==> src/rtl/jedro_1_alu_pkg.sv <==
// jedro_1_alu_pkg
//   Shared widths and ALU operation codes for the jedro_1 execute stage.
//   The op codes are {funct7[5], funct3} so the decoder can forward them
//   almost directly from the instruction word.
//   Contents: DATA_WIDTH, REG_ADDR_WIDTH, ALU_OP_WIDTH, ALU_OP_* codes,
//   shift direction enum, signed-overflow helper function.
package jedro_1_alu_pkg;

  localparam int DATA_WIDTH     = 32;
  localparam int REG_ADDR_WIDTH = 5;
  localparam int ALU_OP_WIDTH   = 4;

  localparam logic [ALU_OP_WIDTH-1:0] ALU_OP_ADD  = 4'b0000;
  localparam logic [ALU_OP_WIDTH-1:0] ALU_OP_SUB  = 4'b1000;
  localparam logic [ALU_OP_WIDTH-1:0] ALU_OP_SLL  = 4'b0001;
  localparam logic [ALU_OP_WIDTH-1:0] ALU_OP_SLT  = 4'b0010;
  localparam logic [ALU_OP_WIDTH-1:0] ALU_OP_SLTU = 4'b0011;
  localparam logic [ALU_OP_WIDTH-1:0] ALU_OP_XOR  = 4'b0100;
  localparam logic [ALU_OP_WIDTH-1:0] ALU_OP_SRL  = 4'b0101;
  localparam logic [ALU_OP_WIDTH-1:0] ALU_OP_SRA  = 4'b1101;
  localparam logic [ALU_OP_WIDTH-1:0] ALU_OP_OR   = 4'b0110;
  localparam logic [ALU_OP_WIDTH-1:0] ALU_OP_AND  = 4'b0111;

  typedef enum logic {
    SHIFT_LEFT  = 1'b0,
    SHIFT_RIGHT = 1'b1
  } shift_dir_e;

  // Two's-complement overflow from operand/result sign bits. For a
  // subtraction the effective second operand is -b, so its sign flips.
  function automatic logic signed_ovf(input logic a_msb, input logic b_msb,
                                      input logic r_msb, input logic is_sub);
    logic b_eff;
    b_eff = is_sub ? ~b_msb : b_msb;
    return (a_msb == b_eff) && (r_msb != a_msb);
  endfunction

endpackage

==> src/rtl/jedro_1_alu_shifter.sv <==
// jedro_1_alu_shifter
//   Combinational barrel shifter for SLL/SRL/SRA.
//   Ports:
//     data_i   in  DATA_WIDTH  value to shift
//     shamt_i  in  5           shift amount
//     dir_i    in  1           0 = left, 1 = right
//     arith_i  in  1           right shifts replicate the sign bit when set
//     res_o    out DATA_WIDTH  shifted value
module jedro_1_alu_shifter
  import jedro_1_alu_pkg::*;
(
  input  logic [DATA_WIDTH-1:0] data_i,
  input  logic [4:0]            shamt_i,
  input  logic                  dir_i,
  input  logic                  arith_i,
  output logic [DATA_WIDTH-1:0] res_o
);

  // Select shift flavour; arith_i only matters for right shifts.
  always_comb begin
    res_o = '0;
    if (dir_i == SHIFT_LEFT) begin
      res_o = data_i << shamt_i;
    end else if (arith_i) begin
      res_o = DATA_WIDTH'($signed(data_i) >>> shamt_i);
    end else begin
      res_o = data_i >> shamt_i;
    end
  end

endmodule

==> src/rtl/jedro_1_alu.sv <==
// jedro_1_alu
//   Registered integer ALU of the jedro_1 RV32I execute stage. Every output
//   is a flop, one cycle behind its inputs; a new op is accepted each cycle.
//   Optional build macro: JEDRO_1_ALU_OVERFLOW_EN enables signed overflow
//   detection for ADD/SUB; otherwise overflow_ro is held at 0.
//   Ports:
//     clk_i, rstn_i       clock, synchronous active-low reset
//     sel_i               operation select {funct7[5], funct3}
//     op_a_i, op_b_i      operands
//     dest_addr_i, wb_i   writeback tag, passed through unmodified
//     res_ro              registered result (also LSU address / JALR target)
//     ops_eq_ro           registered op_a_i == op_b_i, independent of sel_i
//     overflow_ro         registered signed overflow of ADD/SUB
//     dest_addr_ro, wb_ro registered writeback tag
module jedro_1_alu
  import jedro_1_alu_pkg::*;
(
  input  logic                      clk_i,
  input  logic                      rstn_i,
  input  logic [ALU_OP_WIDTH-1:0]   sel_i,
  input  logic [DATA_WIDTH-1:0]     op_a_i,
  input  logic [DATA_WIDTH-1:0]     op_b_i,
  input  logic [REG_ADDR_WIDTH-1:0] dest_addr_i,
  input  logic                      wb_i,
  output logic [DATA_WIDTH-1:0]     res_ro,
  output logic                      ops_eq_ro,
  output logic                      overflow_ro,
  output logic [REG_ADDR_WIDTH-1:0] dest_addr_ro,
  output logic                      wb_ro
);

  logic [DATA_WIDTH-1:0] sum;
  logic [DATA_WIDTH-1:0] diff;
  logic [DATA_WIDTH-1:0] shift_res;

  logic [DATA_WIDTH-1:0]     res_d,       res_q;
  logic                      ops_eq_d,    ops_eq_q;
  logic                      overflow_d,  overflow_q;
  logic [REG_ADDR_WIDTH-1:0] dest_addr_d, dest_addr_q;
  logic                      wb_d,        wb_q;

  assign sum  = op_a_i + op_b_i;
  assign diff = op_a_i - op_b_i;

  // sel_i[2] separates SLL (x001) from SRL/SRA (x101); sel_i[3] marks SRA.
  jedro_1_alu_shifter u_shifter (
    .data_i  (op_a_i),
    .shamt_i (op_b_i[4:0]),
    .dir_i   (sel_i[2]),
    .arith_i (sel_i[3]),
    .res_o   (shift_res)
  );

  // Opcode decode: result, overflow and pass-through next-state values.
  always_comb begin
    res_d       = '0;
    overflow_d  = 1'b0;
    ops_eq_d    = (op_a_i == op_b_i);
    dest_addr_d = dest_addr_i;
    wb_d        = wb_i;
    case (sel_i)
      ALU_OP_ADD: begin
        res_d = sum;
`ifdef JEDRO_1_ALU_OVERFLOW_EN
        overflow_d = signed_ovf(op_a_i[DATA_WIDTH-1], op_b_i[DATA_WIDTH-1],
                                sum[DATA_WIDTH-1], 1'b0);
`else
        overflow_d = 1'b0;
`endif
      end
      ALU_OP_SUB: begin
        res_d = diff;
`ifdef JEDRO_1_ALU_OVERFLOW_EN
        overflow_d = signed_ovf(op_a_i[DATA_WIDTH-1], op_b_i[DATA_WIDTH-1],
                                diff[DATA_WIDTH-1], 1'b1);
`else
        overflow_d = 1'b0;
`endif
      end
      ALU_OP_SLL,
      ALU_OP_SRL,
      ALU_OP_SRA:  res_d = shift_res;
      ALU_OP_SLT:  res_d = {{(DATA_WIDTH-1){1'b0}}, ($signed(op_a_i) < $signed(op_b_i))};
      ALU_OP_SLTU: res_d = {{(DATA_WIDTH-1){1'b0}}, (op_a_i < op_b_i)};
      ALU_OP_XOR:  res_d = op_a_i ^ op_b_i;
      ALU_OP_OR:   res_d = op_a_i | op_b_i;
      ALU_OP_AND:  res_d = op_a_i & op_b_i;
      default: begin
        res_d      = '0;
        overflow_d = 1'b0;
      end
    endcase
  end

  // Output registers; reset clears everything and wins over any op.
  always_ff @(posedge clk_i) begin
    if (!rstn_i) begin
      res_q       <= '0;
      ops_eq_q    <= 1'b0;
      overflow_q  <= 1'b0;
      dest_addr_q <= '0;
      wb_q        <= 1'b0;
    end else begin
      res_q       <= res_d;
      ops_eq_q    <= ops_eq_d;
      overflow_q  <= overflow_d;
      dest_addr_q <= dest_addr_d;
      wb_q        <= wb_d;
    end
  end

  assign res_ro       = res_q;
  assign ops_eq_ro    = ops_eq_q;
  assign overflow_ro  = overflow_q;
  assign dest_addr_ro = dest_addr_q;
  assign wb_ro        = wb_q;

endmodule

==> config.mk <==
export PLATFORM = sky130hd
export DESIGN_NAME = jedro_1_alu
export DESIGN_NICKNAME = d
export VERILOG_FILES = /design/src/rtl/jedro_1_alu_pkg.sv /design/src/rtl/jedro_1_alu_shifter.sv /design/src/rtl/jedro_1_alu.sv
export SDC_FILE = /design/constraint.sdc
export NUM_CORES = 1
export LEC_CHECK = 0
export CAP_MARGIN = 40
export CELL_PAD_IN_SITES_DETAIL_PLACEMENT = 0
export CELL_PAD_IN_SITES_GLOBAL_PLACEMENT = 1
export CORE_UTILIZATION = 44
export DETAILED_ROUTE_END_ITERATION = 10
export PLACE_DENSITY = 0.88
export SYNTH_ARGS = -nofsm -noshare
export SYNTH_HDL_FRONTEND = slang
export SYNTH_HIERARCHICAL = 1
export SYNTH_SLANG_ARGS = --single-unit
==> constraint.sdc <==
create_clock -name clk_i -period 3.8 [get_ports clk_i]
set_clock_uncertainty 0.2 [all_clocks]
set_input_delay 0.38 -clock clk_i [delete_from_list [all_inputs] [get_ports clk_i]]
set_output_delay 0.38 -clock clk_i [all_outputs]
set_load 0.02 [all_outputs]
==> metrics list <==
* Result of the run: finished, final reports clean
- Counting flops and latches in the post-synthesis netlist gives 39.
* IO buf count: 114
* Grt met1 use: 50.8%
- The number of failing hold endpoints at the final stage came to 0.
* Total Wirelength: 47.6 mm
- Total overflow reported by the global router: 0
- Total power of the final layout: 2.90 mW
- Tcrit/Tclk final: 93.9%
- In the layout the commonest cells are sky130_fd_sc_hd__buf_4 (177), sky130_fd_sc_hd__nor2_1 (148), sky130_fd_sc_hd__a21oi_1 (125).
- Worst-case vdd ir drop: 166 uV
* Number of buffers created by CTS: 5
- The clock net in this run drives a total of 39 sinks.
- Most common flop cell mapped by yosys: sky130_fd_sc_hd__dfxtp_1
- Post-synth EDFFs: 0
- Clock Pin Slew Worst Setup and Hold Paths: 70 ps
- Resize count post-CTS: 0
- Drt via density: 6.57
- The library cell used most frequently in the layout, excluding fill and tap cells, is sky130_fd_sc_hd__buf_4.
* Worst endpoint data arrival time: 3570 ps
* Synth Area in Compound Gates: 29.4%
* Fill cell count: 2,331
* Synthesized Nets: 1,606
* Total routing resource utilization after global routing: 38.5%
- Multiplexer cells account for 18.3% of the synthesized area.
- The die is 157 um wide.
- Antenna violations before repair: 3
* Sum of negative setup slack: 0 ps
* Via count: 12,700
- Hpwl dp: 37.4 mm
- The path class of the tightest hold or removal check is in2reg.
- The final count of pins violating max slew was 0.
* TritonCTS clock tree: done
- Data on the critical path is required at its endpoint by 3800 ps.
* Maximum number of pins on one net before global-route repair: 91
- Proportion of layout cells with a drive suffix above 1: 18.6%
* Biggest cell delay along the critical path: 520 ps
- Iter 0 DRT Violations: 1,357
- The die is 157 um tall.
- Peak-usage layer in the global routing report: met2
* Final design utilization: 56.0%
- Upper clock frequency limit: 280 MHz
- The worst path needs 3570 ps of the cycle, external delays included.
- Global routing consumed, on the met2 layer, 60.9% of the routing resources.
* Dominant combinational cell family by area after synthesis: compound AO/OA/AOI/OAI gates
* Maxcap violations: 0
- Worst slew margin relative to its limit: 41.2%
* Startpoint-to-endpoint class of the critical path: in2reg
- For this design the ratio of total power to cell area is 220 mW/mm^2.
* Post-synth ARST share: 0%
- Global placement routability congestion: 1.06
- Portion of the post-synthesis area used by sequential elements: 7.39%
* Top post-synthesis cells by area: sky130_fd_sc_hd__ha_1 (13%), sky130_fd_sc_hd__mux4_2 (12%), sky130_fd_sc_hd__dfxtp_1 (7.4%), sky130_fd_sc_hd__a21oi_1 (5.9%), sky130_fd_sc_hd__nor2_1 (5.3%)
- After detailed routing, the average wire length per cell comes to 24.6 um.
- Root buffer selected by CTS: sky130_fd_sc_hd__clkbuf_16
* Largest fanout of any net on the critical path: 3
- Summing the areas of all and, or, nand and nor instances in the mapped netlist gives 19.8% of the synthesized area.
- At the pin with the least slew margin, the transition time is 882 ps.
- Worst setup EP type: flip-flop
* Core region area: 0.0235 mm^2
- The mapped netlist covers 0.0106 mm^2.
- IO Count: 116
- Counting distinct cell types in the post-synthesis netlist gives 97.
- After the last flow step, the layout net total stands at 1,800.
- After Yosys synthesis, full adders, half adders and majority gates account for 13.2% of the synthesized area.
- During synthesis, Yosys emitted a total of 6 warnings.
* Kind of cell adding the most delay to the critical path: simple AND/OR/NAND/NOR gates
- Area of the multi-input gates: 0.00881 mm^2
- The first global-routing pass estimated 71.6 mm of wire.
* Remaining DRCs: 0
- Leading area contributor after synthesis: sky130_fd_sc_hd__ha_1
* Slowest-stage cell, CP: sky130_fd_sc_hd__clkdlybuf4s50_1
- Count of buffering cells on the critical path with inverters included: 2
* Count of antenna diodes in the layout: 0
- In the final layout, flip-flops and latches occupy 781 um^2.
* Per-instance average area after synthesis: 7.44 um^2
- Once detail routing completed, the nets flagged for antenna violations numbered 0.
- Via count of the first global-routing pass: 11,900
* Number of setup buffers added after CTS: 0
- Cells after Synth: 1,420
- Series of cell instances along the critical path: clkdlybuf4s50_1 > ha_1 > inv_1 > fa_1 > nand3b_1 > a2111oi_4 > nor4_4 > nor2_2 > a211oi_2 > nor3b_1 > or3_1 > nor4_1 > o311a_1
* Count of hold buffers inserted by post-cts repair: 0
- Startpoint types: input port
- The longest clock path from root to sink contains 2 buffers.
* Count of TritonRoute iterations in the first routing pass: 6
- Number of rows created at floorplan: 56
- Starting utilization of the core area: 44.9%
- From synthesis to final layout, the design area changed by 24.7%.
- Xor and xnor fraction of the mapped netlist area: 2.49%
- Die Area: 0.0246 mm^2
* Number of failing setup endpoints in the final timing report: 0
- The H-tree was split into 2 levels.
* Top cell type's share of synthesized area: 12.8%
- Global Route met3 Usage: 6.17%
- Setup repair after global routing left no endpoint under its margin.
- Leakage component of the power: 5.58 nW
state kept, by name, summed over array words and instances, names as in the netlist:
register and flops:
ops_eq_ro 1, res_ro 32, dest_addr_ro 5, wb_ro 1
worst paths after layout:
path,start,end,slack (ps),depth (start not counted)
worst min-delay path,dest_addr_i[2],dest_addr_ro[2],450,2
worst max-delay path,op_a_i[0],res_ro[30],230,13
cell families (layout without fill, tap and decap cells):
kind of cell             count (synthesis)  count (layout)
XOR/XNOR                                30              30
AND/OR/NAND/NOR                        435             435
adder cells (fa/ha/maj)                110             110
flip-flops                              39              39
buffers and inverters                  223             418
other                                    1               1
AO/OA/AOI/OAI                          465             465
multiplexers                           117             117
final cells by class:
type / count / area share (%)
clock buffer: 5 / 0.949
inverter: 113 / 3.22
tap: 319 / 3.03
sequential: 39 / 5.92
clock inverter: 3 / 0.332
timing repair buffer: 297 / 19.7
multi-input combinational: 1158 / 66.8
per-layer routing:
layer	vias to the layer above	wire, um
met3	164	4570
li1	5668	-
met1	6105	19100
met4	6	2540
met2	764	21300
met5	-	42
stage by stage:
step	setup WS, ps	hold WS [ps]	instances	cell area, um^2
2_1_floorplan	676	307	1420	10600
3_3_place_gp	34.9	759	1926	13000
3_5_place_dp	-6.89	764	1926	13000
4_1_cts	314	440	1934	13200
5_1_grt	114	453	1934	13200
6_report	231	448	1934	13200
cells in the mapped netlist, types with 7 or more instances:
library cell	count
sky130_fd_sc_hd__nor4_1	9
sky130_fd_sc_hd__mux4_2	57
sky130_fd_sc_hd__nand4_1	12
sky130_fd_sc_hd__and2_1	8
sky130_fd_sc_hd__o211ai_1	17
sky130_fd_sc_hd__nor2_1	148
sky130_fd_sc_hd__a211oi_1	13
sky130_fd_sc_hd__o31ai_1	14
sky130_fd_sc_hd__or3_1	13
sky130_fd_sc_hd__o221ai_1	8
sky130_fd_sc_hd__buf_6	9
sky130_fd_sc_hd__a21oi_1	125
sky130_fd_sc_hd__ha_1	108
sky130_fd_sc_hd__a21o_1	15
sky130_fd_sc_hd__a222oi_1	9
sky130_fd_sc_hd__o22ai_1	19
sky130_fd_sc_hd__a211o_1	8
sky130_fd_sc_hd__mux2i_1	40
sky130_fd_sc_hd__mux2_2	12
sky130_fd_sc_hd__buf_4	8
sky130_fd_sc_hd__o21bai_1	16
sky130_fd_sc_hd__and3_1	16
sky130_fd_sc_hd__nor2b_1	9
sky130_fd_sc_hd__clkbuf_1	61
sky130_fd_sc_hd__buf_2	25
sky130_fd_sc_hd__a221oi_1	19
sky130_fd_sc_hd__dfxtp_1	39
sky130_fd_sc_hd__a22oi_1	11
sky130_fd_sc_hd__inv_1	104
sky130_fd_sc_hd__o21ai_0	83
sky130_fd_sc_hd__a31oi_1	30
sky130_fd_sc_hd__o21ai_1	13
sky130_fd_sc_hd__xnor2_1	23
sky130_fd_sc_hd__nor3_1	41
sky130_fd_sc_hd__nand3_1	32
sky130_fd_sc_hd__nand2_1	109
sky130_fd_sc_hd__xor2_1	7
power by group:
part | total, mW | internal, mW | switching (mW)
Clock | 0.542 | 0.312 | 0.231
Sequential | 0.437 | 0.430 | 0.00778
Combinational | 1.92 | 0.802 | 1.12
Total | 2.90 | 1.54 | 1.36
(Power assumes the default switching activity.)
